## src/rtl/alarm_pkg.sv

```systemverilog
// Shared types for the alarm event reporter.
// Alarm state encodings, TX FSM states, record field widths.
package alarm_pkg;

  localparam int SEQ_W = 4;
  localparam int ST_W  = 2;
  localparam int REC_W = SEQ_W + 2 * ST_W;

  typedef enum logic [ST_W-1:0] {
    OFF       = 2'b00,
    ARMED     = 2'b01,
    TRIGGERED = 2'b10,
    ALARM_ON  = 2'b11
  } alarm_st_t;

  typedef enum logic [2:0] {
    TX_IDLE,
    TX_START,
    TX_DATA,
    TX_PARITY,
    TX_STOP
  } tx_st_t;

  function automatic logic [REC_W-1:0] mk_rec(
    input logic [SEQ_W-1:0] seq,
    input logic [ST_W-1:0]  from,
    input logic [ST_W-1:0]  to
  );
    return {seq, from, to};
  endfunction

endpackage

```

## src/rtl/alarm_evt_fifo.sv

```systemverilog
// Event record FIFO, pop takes effect before push when full.
// Ports: clk, rst, push/din, pop/dout, full, empty.
module alarm_evt_fifo #(
  parameter int DEPTH = 4,
  parameter int W     = 8
) (
  input  logic         clk,
  input  logic         rst,
  input  logic         push,
  input  logic [W-1:0] din,
  input  logic         pop,
  output logic [W-1:0] dout,
  output logic         full,
  output logic         empty
);

  localparam int AW = $clog2(DEPTH);

  logic [W-1:0]  mem [DEPTH];
  logic [AW-1:0] wp;
  logic [AW-1:0] rp;
  logic [AW:0]   cnt;
  logic          rd_en;
  logic          wr_en;

  assign full  = (cnt == (AW+1)'(DEPTH));
  assign empty = (cnt == '0);
  assign dout  = mem[rp];

  // No bypass on empty; a full FIFO frees
  // the head slot first, so the push fits.
  assign rd_en = pop && !empty;
  assign wr_en = push && (!full || rd_en);

  always_ff @(posedge clk) begin
    if (wr_en) begin
      mem[wp] <= din;
    end
  end

  always_ff @(posedge clk) begin
    if (rst) begin
      wp  <= '0;
      rp  <= '0;
      cnt <= '0;
    end else begin
      if (wr_en) begin
        wp <= wp + 1'b1;
      end
      if (rd_en) begin
        rp <= rp + 1'b1;
      end
      unique case ({wr_en, rd_en})
        2'b10:   cnt <= cnt + 1'b1;
        2'b01:   cnt <= cnt - 1'b1;
        default: cnt <= cnt;
      endcase
    end
  end

endmodule

```

## src/rtl/alarm_event_tx.sv

```systemverilog
// Alarm FSM event reporter: records state changes, sends UART frames.
// Ports: clk, rst, state_in[1:0] -> tx, busy, pending, overflow.
// Option: ALARM_TX_PARITY_EN adds an even parity bit after the data.
module alarm_event_tx
  import alarm_pkg::*;
#(
  parameter int CLKS_PER_BIT = 16,
  parameter int FIFO_DEPTH   = 4
) (
  input  logic            clk,
  input  logic            rst,
  input  logic [ST_W-1:0] state_in,
  output logic            tx,
  output logic            busy,
  output logic            pending,
  output logic            overflow
);

  localparam int CNT_W = 16;
  localparam logic [CNT_W-1:0] BIT_LAST =
    CNT_W'(CLKS_PER_BIT - 1);

  logic [ST_W-1:0]  prev_state;
  logic [SEQ_W-1:0] seq;
  logic             evt;
  logic             accept;
  logic [REC_W-1:0] rec;

  logic             fifo_pop;
  logic             fifo_full;
  logic             fifo_empty;
  logic [REC_W-1:0] fifo_dout;

  tx_st_t           tx_st;
  logic [CNT_W-1:0] clk_cnt;
  logic [2:0]       bit_cnt;
  logic [7:0]       shreg;
  logic             bit_end;
`ifdef ALARM_TX_PARITY_EN
  logic             par;
`endif

  assign evt = (state_in != prev_state);
  assign rec = mk_rec(seq, prev_state, state_in);

  // Head is popped only from IDLE.
  assign fifo_pop = (tx_st == TX_IDLE) && !fifo_empty;

  // Mirrors the FIFO's own write-enable rule.
  assign accept = evt && (!fifo_full || fifo_pop);

  assign pending = !fifo_empty;
  assign bit_end = (clk_cnt == BIT_LAST);

  alarm_evt_fifo #(
    .DEPTH (FIFO_DEPTH),
    .W     (REC_W)
  ) u_fifo (
    .clk   (clk),
    .rst   (rst),
    .push  (evt),
    .din   (rec),
    .pop   (fifo_pop),
    .dout  (fifo_dout),
    .full  (fifo_full),
    .empty (fifo_empty)
  );

  always_ff @(posedge clk) begin
    if (rst) begin
      prev_state <= OFF;
      seq        <= '0;
      overflow   <= 1'b0;
    end else begin
      prev_state <= state_in;
      if (accept) begin
        seq <= seq + 1'b1;
      end
      if (evt && !accept) begin
        overflow <= 1'b1;
      end
    end
  end

  always_ff @(posedge clk) begin
    if (rst) begin
      tx_st   <= TX_IDLE;
      tx      <= 1'b1;
      busy    <= 1'b0;
      clk_cnt <= '0;
      bit_cnt <= '0;
      shreg   <= '0;
`ifdef ALARM_TX_PARITY_EN
      par     <= 1'b0;
`endif
    end else begin
      unique case (tx_st)
        TX_IDLE: begin
          if (!fifo_empty) begin
            shreg   <= fifo_dout;
`ifdef ALARM_TX_PARITY_EN
            par     <= ^fifo_dout;
`endif
            tx_st   <= TX_START;
            tx      <= 1'b0;
            busy    <= 1'b1;
            clk_cnt <= '0;
            bit_cnt <= '0;
          end
        end
        TX_START: begin
          if (bit_end) begin
            tx_st   <= TX_DATA;
            tx      <= shreg[0];
            clk_cnt <= '0;
            bit_cnt <= '0;
          end else begin
            clk_cnt <= clk_cnt + 1'b1;
          end
        end
        TX_DATA: begin
          if (bit_end) begin
            clk_cnt <= '0;
            if (bit_cnt == 3'd7) begin
              bit_cnt <= '0;
`ifdef ALARM_TX_PARITY_EN
              tx_st   <= TX_PARITY;
              tx      <= par;
`else
              tx_st   <= TX_STOP;
              tx      <= 1'b1;
`endif
            end else begin
              // Next bit is shreg[1] before shift.
              bit_cnt <= bit_cnt + 1'b1;
              shreg   <= {1'b0, shreg[7:1]};
              tx      <= shreg[1];
            end
          end else begin
            clk_cnt <= clk_cnt + 1'b1;
          end
        end
`ifdef ALARM_TX_PARITY_EN
        TX_PARITY: begin
          if (bit_end) begin
            tx_st   <= TX_STOP;
            tx      <= 1'b1;
            clk_cnt <= '0;
            bit_cnt <= '0;
          end else begin
            clk_cnt <= clk_cnt + 1'b1;
          end
        end
`endif
        TX_STOP: begin
          if (bit_end) begin
            // One IDLE cycle always follows STOP.
            tx_st   <= TX_IDLE;
            tx      <= 1'b1;
            busy    <= 1'b0;
            clk_cnt <= '0;
            bit_cnt <= '0;
          end else begin
            clk_cnt <= clk_cnt + 1'b1;
          end
        end
        default: begin
          tx_st   <= TX_IDLE;
          tx      <= 1'b1;
          busy    <= 1'b0;
          clk_cnt <= '0;
          bit_cnt <= '0;
        end
      endcase
    end
  end

endmodule

```

## config.mk

```make
export PLATFORM = sky130hd
export DESIGN_NAME = alarm_event_tx
export DESIGN_NICKNAME = d
export VERILOG_FILES = /design/src/rtl/alarm_pkg.sv /design/src/rtl/alarm_evt_fifo.sv /design/src/rtl/alarm_event_tx.sv
export SDC_FILE = /design/constraint.sdc
export NUM_CORES = 1
export LEC_CHECK = 0
export CAP_MARGIN = 20
export CORE_ASPECT_RATIO = 1.2
export CORE_MARGIN = 3
export CORE_UTILIZATION = 55
export CTS_CLUSTER_DIAMETER = 50
export DETAILED_ROUTE_END_ITERATION = 12
export GPL_ROUTABILITY_DRIVEN = 0
export PLACE_DENSITY = 0.85
export SLEW_MARGIN = 40
export SYNTH_ARGS = -nofsm -noshare
export SYNTH_HDL_FRONTEND = slang
export SYNTH_SLANG_ARGS = --single-unit
```

## constraint.sdc

```tcl
create_clock -name clk -period 2.3 [get_ports clk]
set_clock_uncertainty 0.05 [all_clocks]
set_input_delay 0.23 -clock clk [delete_from_list [all_inputs] [get_ports clk]]
set_output_delay 0.23 -clock clk [all_outputs]
set_load 0.05 [all_outputs]
```

* Yosys cells after proc, flatten, opt, wreduce, memory -nomap -nowiden
Memories as Yosys holds them, arrays and structs flattened. A register that Yosys moved wholly into a read port is not among the register bits.
Cells that the tools add are included.
** Cells by class
- Equality and inequality tests :: 16
- Add/sub/neg operators :: 7
- Reductions and logical operators :: 22
- Bitwise operators :: 1
- Muxes and demuxes :: 31
** Operators with widths (count)
- $mux W16 :: 2
- $pmux W16 S2 :: 1
- $mux W3 :: 8
- $mux W8 :: 3
- $add A16 B1 Y16 const B :: 1
- $eq A16 B4 Y1 const B :: 1
- $pmux W8 S2 :: 1
- $ne A2 B2 Y1 const B :: 6
- $pmux W3 S4 :: 1
- $eq A3 B3 Y1 const B :: 3
- $mux W1 :: 9
- $pmux W3 S3 :: 1
- $reduce_and A4 Y1 :: 2
- $add A3 B1 Y3 const B :: 2
- $logic_not A3 Y1 :: 2
- $pmux W3 S2 :: 1
- $reduce_and A3 Y1 :: 2
- $logic_and A1 B1 Y1 :: 5
- $reduce_and A5 Y1 :: 1
- $add A2 B1 Y2 const B :: 2
- $add A4 B1 Y4 const B :: 1
- $mux W2 :: 2
- $pmux W1 S4 :: 1
- $reduce_bool A2 Y1 :: 2
- other kinds (13) :: 17
** Storage, ports and cells
- Bits in writable memories :: 32
- Output and inout bits :: 4
- Register bits :: 46
- Logic and storage cells :: 90
- Input port bits :: 4
- Memories kept :: 1
** Memory list
- u_fifo.mem :: words 4, bits a word 8, rd ports 1, clocked after Yosys merged registers in 1, wr ports 1, line alarm_evt_fifo.sv:19 : logic [W-1:0] mem [DEPTH];

* Longest topological paths before layout
Gate-level depths: netlist (run 1).
- Depth in word-level cells :: 8
- Depth in mapped cells :: 8

* By module
From an unflattened synthesis (run 1), not the netlist that was laid out.
** Second synthesis, totals
- Cell total of the unflattened synthesis :: 331
- Area total of the unflattened synthesis :: 3739.8 sq um
** By module, submodules not included
- alarm_event_tx :: cells an instance 235, area each 2094.5 sq um, times used 1
- alarm_evt_fifo :: cells an instance 96, area each 1645.3 sq um, times used 1

* Worst setup path before layout (run 1)
OpenSTA, ideal clock, no wires.
- Kind :: register to register
- From :: register tx_st[0]
- To :: register u_fifo.cnt[2]
- Cell stages (with the launch flop) :: 9
- Arrival time :: 2117 ps
- Buffers on the path :: 1
- Data required time :: 2129 ps
- Path slack :: 12 ps
- Period minus slack after synthesis :: 2288 ps
- Path through :: dfxtp_1 > buf_2 > or3_1 > nor2_2 > nand2_1 > fa_1 > nor3_1 > a31oi_1 > mux2_2
** Between the ends
- Cells in the longest elaborated chain, start to end :: 7
- Elaborated cells on any way between the ends :: 9
- Classes of those cells :: 2 x eq/ne; 1 x mux; 6 x reduce/logical
** RTL lines
- start, declared :: line alarm_event_tx.sv:34 : tx_st_t tx_st;
- start signal, assigned :: line alarm_event_tx.sv:87 : tx_st <= TX_IDLE;
- start signal, assigned :: line alarm_event_tx.sv:104 : tx_st <= TX_START;
- start signal, assigned :: line alarm_event_tx.sv:113 : tx_st <= TX_DATA;
- $logic_not A3 Y1 * :: line alarm_event_tx.sv:47 : assign fifo_pop = (tx_st == TX_IDLE) && !fifo_empty;
- $logic_and A1 B1 Y1 * :: line alarm_event_tx.sv:47
- $logic_and A1 B1 Y1 * :: line alarm_evt_fifo.sv:32 : assign rd_en = pop && !empty;
- $logic_or A1 B1 Y1 :: line alarm_evt_fifo.sv:33 : assign wr_en = push && (!full || rd_en);
- $logic_and A1 B1 Y1 :: line alarm_evt_fifo.sv:33
- $eq A2 B1 Y1 / $eq A2 B2 Y1 (equally long branches) :: line alarm_evt_fifo.sv:53 : unique case ({wr_en, rd_en})
- $pmux W3 S2 / $reduce_bool A2 Y1 (equally long branches)
- end signal, assigned :: line alarm_evt_fifo.sv:54 : 2'b10: cnt <= cnt + 1'b1;
- end signal, assigned :: line alarm_evt_fifo.sv:55 : 2'b01: cnt <= cnt - 1'b1;
- end signal, assigned :: line alarm_evt_fifo.sv:56 : default: cnt <= cnt;
- end, declared :: line alarm_evt_fifo.sv:22 : logic [AW:0] cnt;
Mark *: on every way between the ends. The rest lies on a longest branch, timed or not.
A chain may end at the register's enable or synchronous reset.

* Worst setup path after layout (run 1)
- From :: register clk_cnt[0]
- To :: register clk_cnt[8]
** Between the ends
- Cells in the longest elaborated chain, start to end :: 3
- Elaborated cells on any way between the ends :: 4
- Classes of those cells :: 1 x add/sub; 1 x eq/ne; 2 x mux
** RTL lines
- start, declared :: line alarm_event_tx.sv:35 : logic [CNT_W-1:0] clk_cnt;
- start signal, assigned :: line alarm_event_tx.sv:118 : clk_cnt <= clk_cnt + 1'b1;
- start signal, assigned :: line alarm_event_tx.sv:140 : clk_cnt <= clk_cnt + 1'b1;
- start signal, assigned :: line alarm_event_tx.sv:164 : clk_cnt <= clk_cnt + 1'b1;
- $add A16 B1 Y16 / $eq A16 B4 Y1 (equally long branches)
- $mux W16 * :: line alarm_event_tx.sv:112, alarm_event_tx.sv:122, alarm_event_tx.sv:156
- $pmux W16 S2 * :: line alarm_event_tx.sv:97 : unique case (tx_st)
Marks and branches as above.

==> impl_metrics.env, run 1 <==
export IMPL_vias=2434
export IMPL_drt_first_pass_iters=4
export IMPL_grt_start_max_net_pins=24
export IMPL_min_path_type="register to register"
export IMPL_synth_edf_count=32
export IMPL_drtIter0Drc=203
export IMPL_area_growth_pct=14.2
export IMPL_cellLeakagePower_nw=1.48
export IMPL_yosysWarnings=0
export IMPL_r2r_cells=6
export IMPL_synth_area_per_cell_um2=11.3
export IMPL_cts_resized=0
export IMPL_critPathLaunch="clk_cnt[0]"
export IMPL_die_x_um=78.9
export IMPL_hold_viol=0
export IMPL_final_area_um2=4000
export IMPL_clkLatencyLatePin_ps=360
export IMPL_maxSlewHeadroom_pct=63.8
export IMPL_rows=31
export IMPL_netlist_instances=310
export IMPL_min_period_ps=2180
export IMPL_drv_slew=0
export IMPL_reg2reg_from="clk_cnt[0]"
export IMPL_initial_core_util_pct=57.6
export IMPL_routedWlPerCell_um=16.2
export IMPL_tns_ps=0
export IMPL_cts_tree="done"
export IMPL_drive_above_1_share_pct=18.6
export IMPL_cts_hold_buf=0
export IMPL_postPlaceCellArea_um2=3800
export IMPL_cts_htree_levels=3
export IMPL_tightest_slew_ps=539
export IMPL_maxCapViolations=0
export IMPL_fill_cells=446
export IMPL_max_freq_mhz=458
export IMPL_drtAntennaViolNets=0
export IMPL_r2r_end="clk_cnt[8]"
export IMPL_outcome="finished clean"
export IMPL_grt_ovfl_total=0
export IMPL_path_max_fanout=9
export IMPL_syn_cell_area_um2=3510
export IMPL_endpoint_kind="register"
export IMPL_cts_clk_slew_worst_paths_ps=90
export IMPL_crit_end="clk_cnt[8]"
export IMPL_core_area_um2=6090
export IMPL_synthFlopType="dfxtp_1"
export IMPL_reg2reg_slack_ps=120
export IMPL_antenna_found_initial=0
export IMPL_post_cts_buffers=0
export IMPL_cts_buffers_inserted=9
export IMPL_startpoint_type="register"
export IMPL_grt_pass1_vias=2426
export IMPL_synth_seq_area_share_pct=54.8
export IMPL_viasPerCell=5.71
export IMPL_cts_buffer_depth=2
export IMPL_place_ws_ps=-166
export IMPL_powerDensity_nw_per_um2=1260
export IMPL_place_hpwl_mm=4.84
export IMPL_die_height_um=93.5
export IMPL_cp_arrival_ps=2420
export IMPL_holdWs_ps=416
export IMPL_track_usage_pct=20.8
export IMPL_finalCritPeriodShare_pct=95.0
export IMPL_synthDistinctLibCells=50
export IMPL_antenna_cells=0
export IMPL_hold_start="bit_cnt[1]"
export IMPL_finalPower_mw=5.04
export IMPL_cp_required_ps=2540
export IMPL_postSynth_asyncResetShare_pct=0
export IMPL_die_area_um2=7370
export IMPL_cts_root_buf="clkbuf_8"
export IMPL_critical_path_class="register to register"
export IMPL_port_buffers=7
export IMPL_route_detailed_drc=0
export IMPL_yosys_register_bits=80
export IMPL_finalSetupViolCount=0
export IMPL_synth_nets=323
export IMPL_nNetsFinal=352
export IMPL_cts_sinks=80
export IMPL_rsz0062_at_grt="false"
export IMPL_ios=8
export IMPL_wl_mm=6.90
export IMPL_setup_ws_ps=115
export IMPL_grt_first_pass_wirelength_mm=11.6
export IMPL_ir_worst_vdd_v=0.000719
layer usage:
layer | track usage, % | vias to the layer above | share of wire (%)
met1 | 24.6 | 1175 | 42
met3 | 5.39 | 19 | 4.6
met5 | 0 | - | 0
li1 | - | 1178 | -
met2 | 35.1 | 62 | 51
met4 | 9.89 | 0 | 2.7
metrics by stage:
stage	util [%]	cells
2_1_floorplan	-	310
3_3_place_gp	62.4	410
3_5_place_dp	62.4	410
4_1_cts	65.7	426
5_1_grt	65.7	426
6_report	65.7	426
cells in the mapped netlist, types with 8 or more instances:
master	number	area, um^2
mux4_2	8	180
ha_1	8	100
edfxtp_1	32	961
o21ai_0	8	40.0
nand2_1	21	78.8
inv_1	10	37.5
a21oi_1	11	55.1
dfxtp_1	48	961
mux2_2	8	90.1
mux2i_1	8	80.1
xor2_1	12	105
nor2_1	40	150
layout by cell type (no fill, tap or decap), types with 9 or more instances in the layout:
| master | n |
|---|---|
| a21oi_1 | 11 |
| buf_4 | 24 |
| clkbuf_8 | 9 |
| dfxtp_1 | 48 |
| edfxtp_1 | 32 |
| inv_1 | 10 |
| nand2_1 | 21 |
| nor2_1 | 40 |
| xor2_1 | 12 |
kinds of logic after synthesis:
logic type / after synthesis / synth area share (%)
compound gates: 45 / 8.57
xor+xnor: 19 / 4.75
fa+ha+maj: 9 / 3.43
buf+inv: 23 / 3.00
flops: 80 / 54.8
mux: 24 / 9.99
simple gates: 110 / 15.5
where the power goes:
group | switching (mW) | internal (mW)
combinational | 1.10 | 0.885
sequential | 0.201 | 1.79
clock | 0.555 | 0.512
critical path, stage by stage (launching register included):
cell and delay, ps:
dfxtp_1 350, ha_1 260, and4b_1 210, and4_1 290, or2_1 380, or3_1 380
a31oi_1 190
layout make-up:
type	count	area, um^2	share of cell area (%)
inverter	10	37.5	0.938
clock buffer	9	124	3.09
sequential	80	1920	48.0
tap	82	103	2.56
clock inverter	7	78.8	1.97
timing repair buffer	31	260	6.50
multi-input combinational	207	1480	36.9
flip-flops by register name (all words and copies together) (netlist names), 2 cells and up, named ones only:
register / cells
u_fifo.mem: 32
clk_cnt: 16
shreg: 8
seq: 4
bit_cnt: 3
tx_st: 3
u_fifo.cnt: 3
prev_state: 2
u_fifo.rp: 2
u_fifo.wp: 2
how the worst min path moves through the flow:
stage / endpoint / slack [ps] / cells after the start
CTS: bit_cnt[1] / 420 / 2
detailed placement: bit_cnt[1] / 410 / 2
finish: bit_cnt[1] / 420 / 2
global route: bit_cnt[1] / 440 / 2
floorplan: u_fifo.mem[0][0] / 280 / 0
global placement: bit_cnt[1] / 390 / 2
(Power assumes the default switching activity.)
==> run 2: changes to the inputs <==
--- a/config.mk
+++ b/config.mk
@@ -12,6 +12,7 @@
 export CTS_CLUSTER_DIAMETER = 50
 export DETAILED_ROUTE_END_ITERATION = 12
 export GPL_ROUTABILITY_DRIVEN = 0
+export MAX_ROUTING_LAYER = met4
 export PLACE_DENSITY = 0.85
 export SLEW_MARGIN = 40
 export SYNTH_ARGS = -nofsm -noshare
==> run 2 against run 1 <==
Clock power about the same. Fmax decreased by 0.32%. Via count decreased by 0.16%. Non-clock buffer count unchanged. Setup slack got worse by 7.0 ps. Wire length increased by 0.17%. Sequential cell count unchanged. Critical path depth unchanged. Die area unchanged.
==> impl_metrics.env, run 2 (same netlist as run 1, synthesis figures left out) <==
export IMPL_tns_ps=0
export IMPL_max_freq_mhz=456
export IMPL_drtIter0Drc=219
export IMPL_viasPerCell=5.70
export IMPL_cts_buffer_depth=2
export IMPL_die_height_um=93.5
export IMPL_die_area_um2=7370
export IMPL_grt_use_met1_pct=24.6
export IMPL_path_max_fanout=9
export IMPL_setup_ws_ps=108
export IMPL_cp_required_ps=2520
export IMPL_finalSetupViolCount=0
export IMPL_routedWlPerCell_um=16.2
export IMPL_cts_sinks=80
export IMPL_antenna_found_initial=0
export IMPL_wl_mm=6.91
export IMPL_ir_worst_vdd_v=0.000719
export IMPL_reg_largest_list="u_fifo.mem x32, clk_cnt x16, shreg x8"
export IMPL_share_seq_of_total_power_pct=39.4
export IMPL_largest_reg_flops=32
export IMPL_holdWs_ps=415
export IMPL_min_path_type="register to register"
export IMPL_drive_above_1_share_pct=18.6
export IMPL_cts_tree="done"
export IMPL_drtAntennaViolNets=0
export IMPL_multi_input_area_um2=1480
export IMPL_area_growth_pct=14.2
export IMPL_stdcell_count=426
export IMPL_route_detailed_drc=0
export IMPL_grt_use_met2_pct=35.1
export IMPL_critical_path_class="register to register"
export IMPL_place_hpwl_mm=4.84
export IMPL_grt_ovfl_total=0
export IMPL_startpoint_type="register"
export IMPL_clkLatencyLatePin_ps=360
export IMPL_largest_register="u_fifo.mem"
export IMPL_cts_root_buf="clkbuf_8"
export IMPL_grt_use_met3_pct=4.82
export IMPL_nNetsFinal=352
export IMPL_p_switching_mw=1.86
export IMPL_die_x_um=78.9
export IMPL_clkPwrFrac_pct=21.2
export IMPL_cp_arrival_ps=2420
export IMPL_powerDensity_nw_per_um2=1260
export IMPL_top_usage_layer="met2"
export IMPL_hold_viol=0
export IMPL_power_share_switching_pct=36.9
export IMPL_antenna_cells=0
export IMPL_place_ws_ps=-166
export IMPL_cellLeakagePower_nw=1.48
export IMPL_drv_slew=0
export IMPL_cts_resized=0
export IMPL_maxCapViolations=0
export IMPL_seq_area_um2=1920
export IMPL_cts_clk_slew_worst_paths_ps=80
export IMPL_min_period_ps=2190
export IMPL_drt_first_pass_iters=4
export IMPL_tightest_slew_ps=540
export IMPL_grt_first_pass_wirelength_mm=11.6
export IMPL_grt_start_max_net_pins=24
export IMPL_initial_core_util_pct=57.6
export IMPL_core_area_um2=6090
export IMPL_maxSlewHeadroom_pct=63.8
export IMPL_post_cts_buffers=0
export IMPL_outcome="finished clean"
export IMPL_layout_cells_most_common="dfxtp_1"
export IMPL_ios=8
export IMPL_cts_buffers_inserted=9
export IMPL_finalCritPeriodShare_pct=95.3
export IMPL_internal_power_mw=3.18
export IMPL_port_buffers=7
export IMPL_comb_power_share_pct=39.4
export IMPL_placedCellCount=410
export IMPL_cts_htree_levels=3
export IMPL_rows=31
export IMPL_rsz0062_at_grt="false"
export IMPL_track_usage_pct=21.3
export IMPL_cts_hold_buf=0
export IMPL_layout_common_cells="dfxtp_1 (48), nor2_1 (40), edfxtp_1 (32)"
export IMPL_grt_pass1_vias=2421
export IMPL_vias=2430
export IMPL_endpoint_kind="register"
export IMPL_fill_cells=446
run 2: cell counts in the layout (fill, tap and decap cells not counted):
No cell type changed its count.
run 2: cell type report:
cell class	instances	area share, %
multi-input cells	207	36.9
inverters	10	0.938
repair buffers	31	6.50
well taps	82	2.56
clock inverters	7	1.97
flip-flops and latches	80	48.0
clock buffers	9	3.09
run 2: worst max-delay path: stages, from the launching register on:
cell	delay (ps)
dfxtp_1	400
ha_1	250
and4b_1	250
and4_1	420
or2_1	360
a31oi_1	140
a311oi_1	240
run 2: final timing paths:
path,startpoint,end,slack [ps],cells after the start
worst min register to register,bit_cnt[1],bit_cnt[1],420,2
worst min-delay path,bit_cnt[1],bit_cnt[1],420,2
worst max register to register,clk_cnt[0],tx_st[2],110,6
worst max-delay path,clk_cnt[0],tx_st[2],110,6
run 2: power groups by stage:
stage / Clock, mW / Sequential (mW) / Combinational (mW)
3_5_place_dp: 0 / 2.02 / 1.97
3_3_place_gp: 0 / 1.99 / 1.90
4_1_cts: 1.08 / 1.99 / 1.99
5_1_grt: 1.14 / 2.02 / 2.18
6_report: 1.07 / 1.99 / 1.99
2_1_floorplan: 0 / 1.99 / 1.36
run 2: layer usage:
metal  vias up  routed length, um
li1       1179                  -
met5         -                  0
met4         0                147
met3        12                275
met1      1187               2950
met2        52               3530
run 2: stage by stage:
step / util [%] / power [mW] / cell area [um^2]
3_5_place_dp: 62.4 / 3.99 / 3800
3_3_place_gp: 62.4 / 3.90 / 3800
4_1_cts: 65.7 / 5.06 / 4000
2_1_floorplan: - / 3.36 / 3510
5_1_grt: 65.7 / 5.35 / 4000
6_report: 65.7 / 5.04 / 4000
==> run 3: changes to the inputs <==
--- a/config.mk
+++ b/config.mk
@@ -12,6 +12,7 @@
 export CTS_CLUSTER_DIAMETER = 50
 export DETAILED_ROUTE_END_ITERATION = 12
 export GPL_ROUTABILITY_DRIVEN = 0
+export HOLD_SLACK_MARGIN = 0.05
 export MAX_ROUTING_LAYER = met4
 export PLACE_DENSITY = 0.85
 export SLEW_MARGIN = 40
==> results of run 3 <==
Final layout, timing and power as in run 2 (identical DEF).
